### config.mk
export PLATFORM = sky130hd
export DESIGN_NAME = cpu_sig_responder_flat
export DESIGN_NICKNAME = d
export VERILOG_FILES = /design/src/rtl/cpu_sig_responder_if.sv /design/src/rtl/cpu_sig_responder.sv /design/src/flat_wrapper.sv
export SDC_FILE = /design/constraint.sdc
export NUM_CORES = 1
export LEC_CHECK = 0
export ABC_AREA = 1
export ABC_CLOCK_PERIOD_IN_PS = 2580
export CAP_MARGIN = 20
export CORE_ASPECT_RATIO = 0.8
export CORE_MARGIN = 2
export CORE_UTILIZATION = 65
export CTS_BUF_LIST = sky130_fd_sc_hd__clkbuf_4
export CTS_CLUSTER_SIZE = 40
export DETAILED_ROUTE_END_ITERATION = 16
export HOLD_SLACK_MARGIN = 0.12
export PLACE_DENSITY = 0.82
export SLEW_MARGIN = 40
export SYNTH_ARGS = -nofsm -noshare
export SYNTH_HDL_FRONTEND = slang
export SYNTH_SLANG_ARGS = --single-unit
export TNS_END_PERCENT = 30
### constraint.sdc
create_clock -name clk -period 2.58 [get_ports clk]
set_clock_uncertainty 0.15 [all_clocks]
set_input_delay 0.516 -clock clk [delete_from_list [all_inputs] [get_ports clk]]
set_output_delay 0.516 -clock clk [all_outputs]
set_load 0.02 [all_outputs]
### src/rtl/cpu_sig_responder_if.sv
// Single-wire cpu signal link seen from the responder: request line in,
// response line and status flags out.
interface cpu_sig_responder_if;
  logic       req_sig_i;
  logic       rsp_sig_o;
  logic       rsp_checker;
  logic       busy;
  logic [7:0] err_cnt;

  modport master (
    output req_sig_i,
    input  rsp_sig_o,
    input  rsp_checker,
    input  busy,
    input  err_cnt
  );

  modport slave (
    input  req_sig_i,
    output rsp_sig_o,
    output rsp_checker,
    output busy,
    output err_cnt
  );
endinterface

### src/rtl/cpu_sig_responder.sv
// Responder end of the single-wire cpu signal link: decodes serial request
// frames, reads/writes a small register file and answers serially.
module cpu_sig_responder #(
  parameter int ADDR_W     = 4,
  parameter int DATA_W     = 8,
  parameter int TURNAROUND = 2
) (
  input  logic                clk,
  input  logic                rst,
  cpu_sig_responder_if.slave  bus
);

  localparam int DEPTH   = 2 ** ADDR_W;
  localparam int CNT_MAX = (ADDR_W > DATA_W) ?
                           ((ADDR_W > TURNAROUND) ? ADDR_W : TURNAROUND) :
                           ((DATA_W > TURNAROUND) ? DATA_W : TURNAROUND);
  localparam int CNT_W   = $clog2(CNT_MAX + 1);

  typedef enum logic [3:0] {
    ST_IDLE,
    ST_RX_RW,
    ST_RX_ADDR,
    ST_RX_DATA,
    ST_RX_PAR,
    ST_TURN,
    ST_TX_START,
    ST_TX_STAT,
    ST_TX_DATA,
    ST_TX_PAR
  } state_t;

  function automatic logic data_parity(input logic [DATA_W-1:0] v);
    return ^v;
  endfunction

  function automatic logic frame_parity(input logic              rw,
                                        input logic [ADDR_W-1:0] addr,
                                        input logic [DATA_W-1:0] data);
    return rw ^ (^addr) ^ data_parity(data);
  endfunction

  state_t              state_r, next_s;
  logic [CNT_W-1:0]    cnt_r, cnt_nxt_s;
  logic                rw_r;
  logic [ADDR_W-1:0]   addr_r;
  logic [DATA_W-1:0]   data_r;
  logic                par_ok_r;
  logic [DATA_W-1:0]   tx_sh_r;
  logic                tx_par_r;
  logic [DATA_W-1:0]   regs_r [DEPTH];
  logic                rsp_r, rsp_nxt_s;
  logic                chk_r;
  logic                busy_r;
  logic [7:0]          err_cnt_r;
  logic                ok_s;
  logic                par_err_s;
  logic                wr_s;

  // Parity verdict and register write strobe for the current cycle
  always_comb begin
    ok_s      = (frame_parity(rw_r, addr_r, data_r) == bus.req_sig_i);
    par_err_s = 1'b0;
    wr_s      = 1'b0;
    if (state_r == ST_RX_PAR) begin
      par_err_s = ~ok_s;
    end else begin
      par_err_s = 1'b0;
    end
    // The write lands in the first TURN cycle only.
    if ((state_r == ST_TURN) && (cnt_r == CNT_W'(TURNAROUND - 1)) && rw_r && par_ok_r) begin
      wr_s = 1'b1;
    end else begin
      wr_s = 1'b0;
    end
  end

  // Next-state and shift-counter sequencing
  always_comb begin
    next_s    = state_r;
    cnt_nxt_s = cnt_r;
    case (state_r)
      ST_IDLE: begin
        if (bus.req_sig_i) begin
          next_s = ST_RX_RW;
        end else begin
          next_s = ST_IDLE;
        end
      end
      ST_RX_RW: begin
        next_s    = ST_RX_ADDR;
        cnt_nxt_s = CNT_W'(ADDR_W - 1);
      end
      ST_RX_ADDR: begin
        if (cnt_r == {CNT_W{1'b0}}) begin
          if (rw_r) begin
            next_s    = ST_RX_DATA;
            cnt_nxt_s = CNT_W'(DATA_W - 1);
          end else begin
            next_s    = ST_RX_PAR;
          end
        end else begin
          cnt_nxt_s = cnt_r - CNT_W'(1);
        end
      end
      ST_RX_DATA: begin
        if (cnt_r == {CNT_W{1'b0}}) begin
          next_s = ST_RX_PAR;
        end else begin
          cnt_nxt_s = cnt_r - CNT_W'(1);
        end
      end
      ST_RX_PAR: begin
        next_s    = ST_TURN;
        cnt_nxt_s = CNT_W'(TURNAROUND - 1);
      end
      ST_TURN: begin
        if (cnt_r == {CNT_W{1'b0}}) begin
          next_s = ST_TX_START;
        end else begin
          cnt_nxt_s = cnt_r - CNT_W'(1);
        end
      end
      ST_TX_START: begin
        next_s = ST_TX_STAT;
      end
      ST_TX_STAT: begin
        if (!rw_r && par_ok_r) begin
          next_s    = ST_TX_DATA;
          cnt_nxt_s = CNT_W'(DATA_W - 1);
        end else begin
          next_s    = ST_IDLE;
        end
      end
      ST_TX_DATA: begin
        if (cnt_r == {CNT_W{1'b0}}) begin
          next_s = ST_TX_PAR;
        end else begin
          cnt_nxt_s = cnt_r - CNT_W'(1);
        end
      end
      ST_TX_PAR: begin
        next_s = ST_IDLE;
      end
      default: begin
        next_s    = ST_IDLE;
        cnt_nxt_s = {CNT_W{1'b0}};
      end
    endcase
  end

  // Response bit for the upcoming state, so the registered line tracks the state
  always_comb begin
    rsp_nxt_s = 1'b0;
    case (next_s)
      ST_TX_START: rsp_nxt_s = 1'b1;
      ST_TX_STAT:  rsp_nxt_s = par_ok_r;
      ST_TX_DATA:  rsp_nxt_s = tx_sh_r[DATA_W-1];
      ST_TX_PAR:   rsp_nxt_s = tx_par_r;
      default:     rsp_nxt_s = 1'b0;
    endcase
  end

  // State, frame capture, register file and registered outputs
  always_ff @(posedge clk) begin
    if (rst) begin
      state_r   <= ST_IDLE;
      cnt_r     <= {CNT_W{1'b0}};
      rw_r      <= 1'b0;
      addr_r    <= {ADDR_W{1'b0}};
      data_r    <= {DATA_W{1'b0}};
      par_ok_r  <= 1'b0;
      tx_sh_r   <= {DATA_W{1'b0}};
      tx_par_r  <= 1'b0;
      rsp_r     <= 1'b0;
      chk_r     <= 1'b0;
      busy_r    <= 1'b0;
      err_cnt_r <= 8'h00;
      for (int i = 0; i < DEPTH; i++) begin
        regs_r[i] <= {DATA_W{1'b0}};
      end
    end else begin
      state_r <= next_s;
      cnt_r   <= cnt_nxt_s;
      rsp_r   <= rsp_nxt_s;
      busy_r  <= (next_s != ST_IDLE);
      chk_r   <= par_err_s;

      if (state_r == ST_IDLE) begin
        data_r <= {DATA_W{1'b0}};
      end else if (state_r == ST_RX_DATA) begin
        data_r <= {data_r[DATA_W-2:0], bus.req_sig_i};
      end

      if (state_r == ST_RX_RW) begin
        rw_r <= bus.req_sig_i;
      end
      if (state_r == ST_RX_ADDR) begin
        addr_r <= {addr_r[ADDR_W-2:0], bus.req_sig_i};
      end
      if (state_r == ST_RX_PAR) begin
        par_ok_r <= ok_s;
      end

      if (par_err_s && (err_cnt_r != 8'hFF)) begin
        err_cnt_r <= err_cnt_r + 8'h01;
      end

      if (wr_s) begin
        regs_r[addr_r] <= data_r;
      end

      if (state_r == ST_TX_START) begin
        tx_sh_r  <= regs_r[addr_r];
        tx_par_r <= data_parity(regs_r[addr_r]);
      end else if (next_s == ST_TX_DATA) begin
        tx_sh_r  <= {tx_sh_r[DATA_W-2:0], 1'b0};
      end
    end
  end

  assign bus.rsp_sig_o   = rsp_r;
  assign bus.rsp_checker = chk_r;
  assign bus.busy        = busy_r;
  assign bus.err_cnt     = err_cnt_r;

endmodule
### src/flat_wrapper.sv
// flat-port wrapper written by rule: the top's interface ports become plain ports
module cpu_sig_responder_flat 
#(
  parameter int ADDR_W     = 4,
  parameter int DATA_W     = 8,
  parameter int TURNAROUND = 2
)
  (clk, rst, bus_req_sig_i, bus_rsp_sig_o, bus_rsp_checker, bus_busy, bus_err_cnt);
  cpu_sig_responder_if bus_i ();
  input  logic clk;
  input  logic rst;
  input wire logic [$bits(bus_i.req_sig_i)-1:0] bus_req_sig_i;
  output wire logic [$bits(bus_i.rsp_sig_o)-1:0] bus_rsp_sig_o;
  output wire logic [$bits(bus_i.rsp_checker)-1:0] bus_rsp_checker;
  output wire logic [$bits(bus_i.busy)-1:0] bus_busy;
  output wire logic [$bits(bus_i.err_cnt)-1:0] bus_err_cnt;
  assign bus_i.req_sig_i = bus_req_sig_i;
  assign bus_rsp_sig_o = bus_i.rsp_sig_o;
  assign bus_rsp_checker = bus_i.rsp_checker;
  assign bus_busy = bus_i.busy;
  assign bus_err_cnt = bus_i.err_cnt;
  cpu_sig_responder #(.ADDR_W(ADDR_W), .DATA_W(DATA_W), .TURNAROUND(TURNAROUND)) u_core (.clk(clk), .rst(rst), .bus(bus_i));
endmodule
==> impl_summary.md <==
Critical path
Of all nets on the critical path, the largest fanout is 13. The data arrival time at the worst-slack endpoint is 2.65 ns. Across all register-to-register paths, the minimum setup slack is 0.23 ns. The cell at the slowest stage of the critical path is dfxtp_1. The critical path is of the flop to flop type.

STA classifies the critical path startpoint as a flop. For the worst flop-to-flop path, the logic depth is 13. The data required time of the worst path is 2.88 ns. STA classifies the critical path endpoint as a flop. The endpoint identified for the worst register-to-register timing path is u_core.tx_sh_r[5].

Traced cell by cell, the critical path runs through inv_1, ha_1, nand2_1, nor2_4, or2_2, o21ai_1, nand2_1, nor2_2, a21oi_2, inv_2, nand2_1, o21ai_0, nor2_1. The cell repeated most along the worst path is nand2_1. The worst register-to-register path begins at u_core.cnt_r[0]. The delay of the slowest cell on the worst path is 0.41 ns.

Synth
Ranked by total cell area, the synthesized netlist is headed by edfxtp_1, nand2_1, dfxtp_1. The post-synthesis instance total is 1005. Summed over all instances, the cell type with the most area after synthesis is edfxtp_1. The fraction of registers with async set or reset after synthesis is 0%. Counting every net in the synthesized netlist gives 1019.

Counting flops with a built-in enable in the synthesized netlist gives 128. Sequential cells were found to cover 56.42% of the synthesized design area. The top-area cell type share of the netlist area is 45.52%.

The combined area of all synthesized cells is 0.008444 sq mm. Synthesis inferred 174 register bits. The count of unique library cells instantiated by Yosys is 35. The number of warnings printed during yosys synthesis is 0. A synthesized cell averages 8.402 sq um.

In the synthesized netlist the dominant register cell turns out to be edfxtp_1.

Global routing
Global routing used 6.342% of the available met3 tracks. In this run the most used layer during global routing was met2. The number of global-route vias before repair came to 6475. In the global route stage, met1 resource usage came out at 43.60%.

The initial antenna violation count is 0. The overall routing resource usage is 30.15%. For met2 alone, demand over resource in global routing was 46.11%.

Entering global routing, the biggest net connects 49 pins. The first-pass GRT wire length is 32170 um. Global routing finished with a remaining overflow of 0.

Clock network
After clock tree synthesis, the flow added hold-fix buffers numbering 0. The total clock buffers created by CTS is 17. The post-CTS setup repair buffer count is 0.

The sink count of the clock tree is 174. The CTS tree is yes. The insertion delay to the later sink of the worst-skew pair is 0.57 ns. Clock-pin slew was measured on the worst setup and hold paths at 0.13 ns. In this run the number of H-tree levels came out at 4. The number of buffers on the longest clock path is 2.

The root buffer cell is clkbuf_4. The number of gates resized after cts is 0.

Route
In the final routed layout, each cell accounts on average for 16.47 um. The count of unresolved DRC violations after routing is 0. The count of TritonRoute iterations in the first routing pass is 6. After detailed routing, the total wire length is 20280 um. The final route contains 6903 vias. The detail route stage leaves a number of antenna-violating nets equal to 0.

The detailed router's first-iteration violation count is 996. After detailed routing, the number of vias per cell comes to 5.608.

Finish
The most common library cell in the layout ignoring fill and taps is nand2_1. The fraction of final layout cells with drive strength greater than 1 is 8.902%. The number of antenna diodes in the final layout is 0. In the final design database the tool counted 1058 nets. After filler insertion, the fill cell instance count of the layout stands at 926.

Leaving out filler cells and counting taps, the final layout contains 1231. The area growth from synthesis to final layout is 11.44%. The final core utilization is 73.65%.

In the layout the commonest cells are nand2_1, nor2_1, edfxtp_1, inv_1, nand3_1.

Floorplanning
14 I/O pins were placed. The floorplan has 37 rows. The die footprint is 0.01392 sq mm. The area of the core is 0.01278 sq mm. From bottom edge to top edge, the die measures 105.9 um. The x dimension of the die is 131.4 um. The effective utilization at floorplan is 66.09%.

Min path
Counting instances, the worst hold path has a depth of 2. The startpoint of the most critical hold path is u_core.cnt_r[1]. The worst min-delay path category is flop to flop. The destination of the worst hold path is u_core.cnt_r[1].

Placed design
The port buffer count is 13. The global placement routability congestion is 0.9282. The number of placed cells counting well taps is 1200. Prior to clock tree synthesis, the placed netlist has a worst setup slack of -0.07703 ns. The total half-perimeter wirelength after legalization and detailed placement is 13370 um.

STA
The hold violation total from the final report is 0. Subtracting the final worst setup slack from the clock period gives 2.351 ns. The setup TNS is 0 ns. The final number of setup-violating endpoints is 0.

At the pin with the least slew margin, the transition time is 0.8698 ns. The final critical path takes up 91.11% of the cycle. For this run, the top clock speed supported by timing is 425.4 MHz. The final worst setup slack is 0.2292 ns. Measured against its own limit, the worst slew margin works out to 41.95%.

Setup repair after global routing left no endpoint under its margin. The number of slew-limit violations in the final report is 0.

Pwr
The post-layout total power is 0.008458 W. The worst-case IR drop observed on VDD is 550.7 uV. In this run the static leakage power is 3.697 nW. Power spread over the standard cell area amounts to 898.8 mW/mm^2.

Status
The run finished with clean final reports.

Flow run
The max-cap check violation count is 0.
[worst max path at each step]
stage,slack (ns),endpoint,startpoint,depth (start not counted)
3_5_place_dp,-0.08,u_core.regs_r[5][0],rst,9
5_1_grt,0.02,u_core.tx_sh_r[5],u_core.cnt_r[0],15
6_report,0.23,u_core.tx_sh_r[5],u_core.cnt_r[0],13
4_1_cts,0.15,u_core.bus.err_cnt[7],u_core.addr_r[0],8
3_3_place_gp,0.03,u_core.bus.err_cnt[0],bus_req_sig_i,7
2_1_floorplan,0.36,u_core.regs_r[10][0],rst,8
[cells by family after synthesis]
kind of cell,after synthesis,share of synthesized area (%)
simple gates,588,28.21
flops,174,56.42
buf+inv,131,6.416
compound gates,82,5.260
xor+xnor,19,2.060
fa+ha+maj,11,1.630
[area by class of cell]
type,count,area (sq um),share of cell area (%)
sequential,174,4766,50.64
multi-input combinational,700,3154,33.52
timing repair buffer,63,680.7,7.233
inverter,88,330.3,3.510
tap,175,219.0,2.327
clock buffer,18,135.1,1.436
clock inverter,13,125.1,1.330
[through the flow]
stage               hold WS [ns]  cell area [sq um]
floorplan                 0.2895               8444
global placement          0.3033               9134
detailed placement        0.3055               9134
CTS                       0.3249               9394
global route              0.3499               9410
finish                    0.3279               9410
[flip-flops by register name, summed over array words and instances, names as in the netlist, 4 cells and up, named ones only]
signal and count:
u_core.addr_r 4, u_core.bus.err_cnt 8, u_core.cnt_r 4, u_core.data_r 8
u_core.regs_r 128, u_core.state_r 4, u_core.tx_sh_r 8
[synth_stat cells, types with 7 or more instances]
master    count
nand3_1      74
nor3_1        7
nand4_1       9
dfxtp_1      46
xor2_1       10
xnor2_1       8
a21oi_1      35
inv_1        83
nor2_1      200
o21ai_0      30
clkbuf_1     23
nand2_1     285
ha_1         11
buf_2        14
edfxtp_1    128
[layer usage]
layer | up-vias | share of wire, %
li1 | 3321 | -
met1 | 3198 | 42
met2 | 343 | 45
met3 | 41 | 10
met4 | 0 | 2.2
met5 | - | 0
[critical path: cells and delay by family (launching register included)]
| family | cells | cell delay [ns] |
|---|---|---|
| buffers and inverters | 2 | 0.25 |
| adder cells (fa/ha/maj) | 1 | 0.23 |
| flip-flops | 1 | 0.41 |
| AND/OR/NAND/NOR | 7 | 0.90 |
| AO/OA/AOI/OAI | 3 | 0.30 |
[power breakdown]
part           leakage, nW  internal, W  switching (W)  total (W)
clock                0.134     0.000565       0.000913    0.00148
combinational         1.93      0.00120        0.00241    0.00362
sequential            1.64      0.00320       0.000159    0.00336
Power figures use the tool's default switching activity.
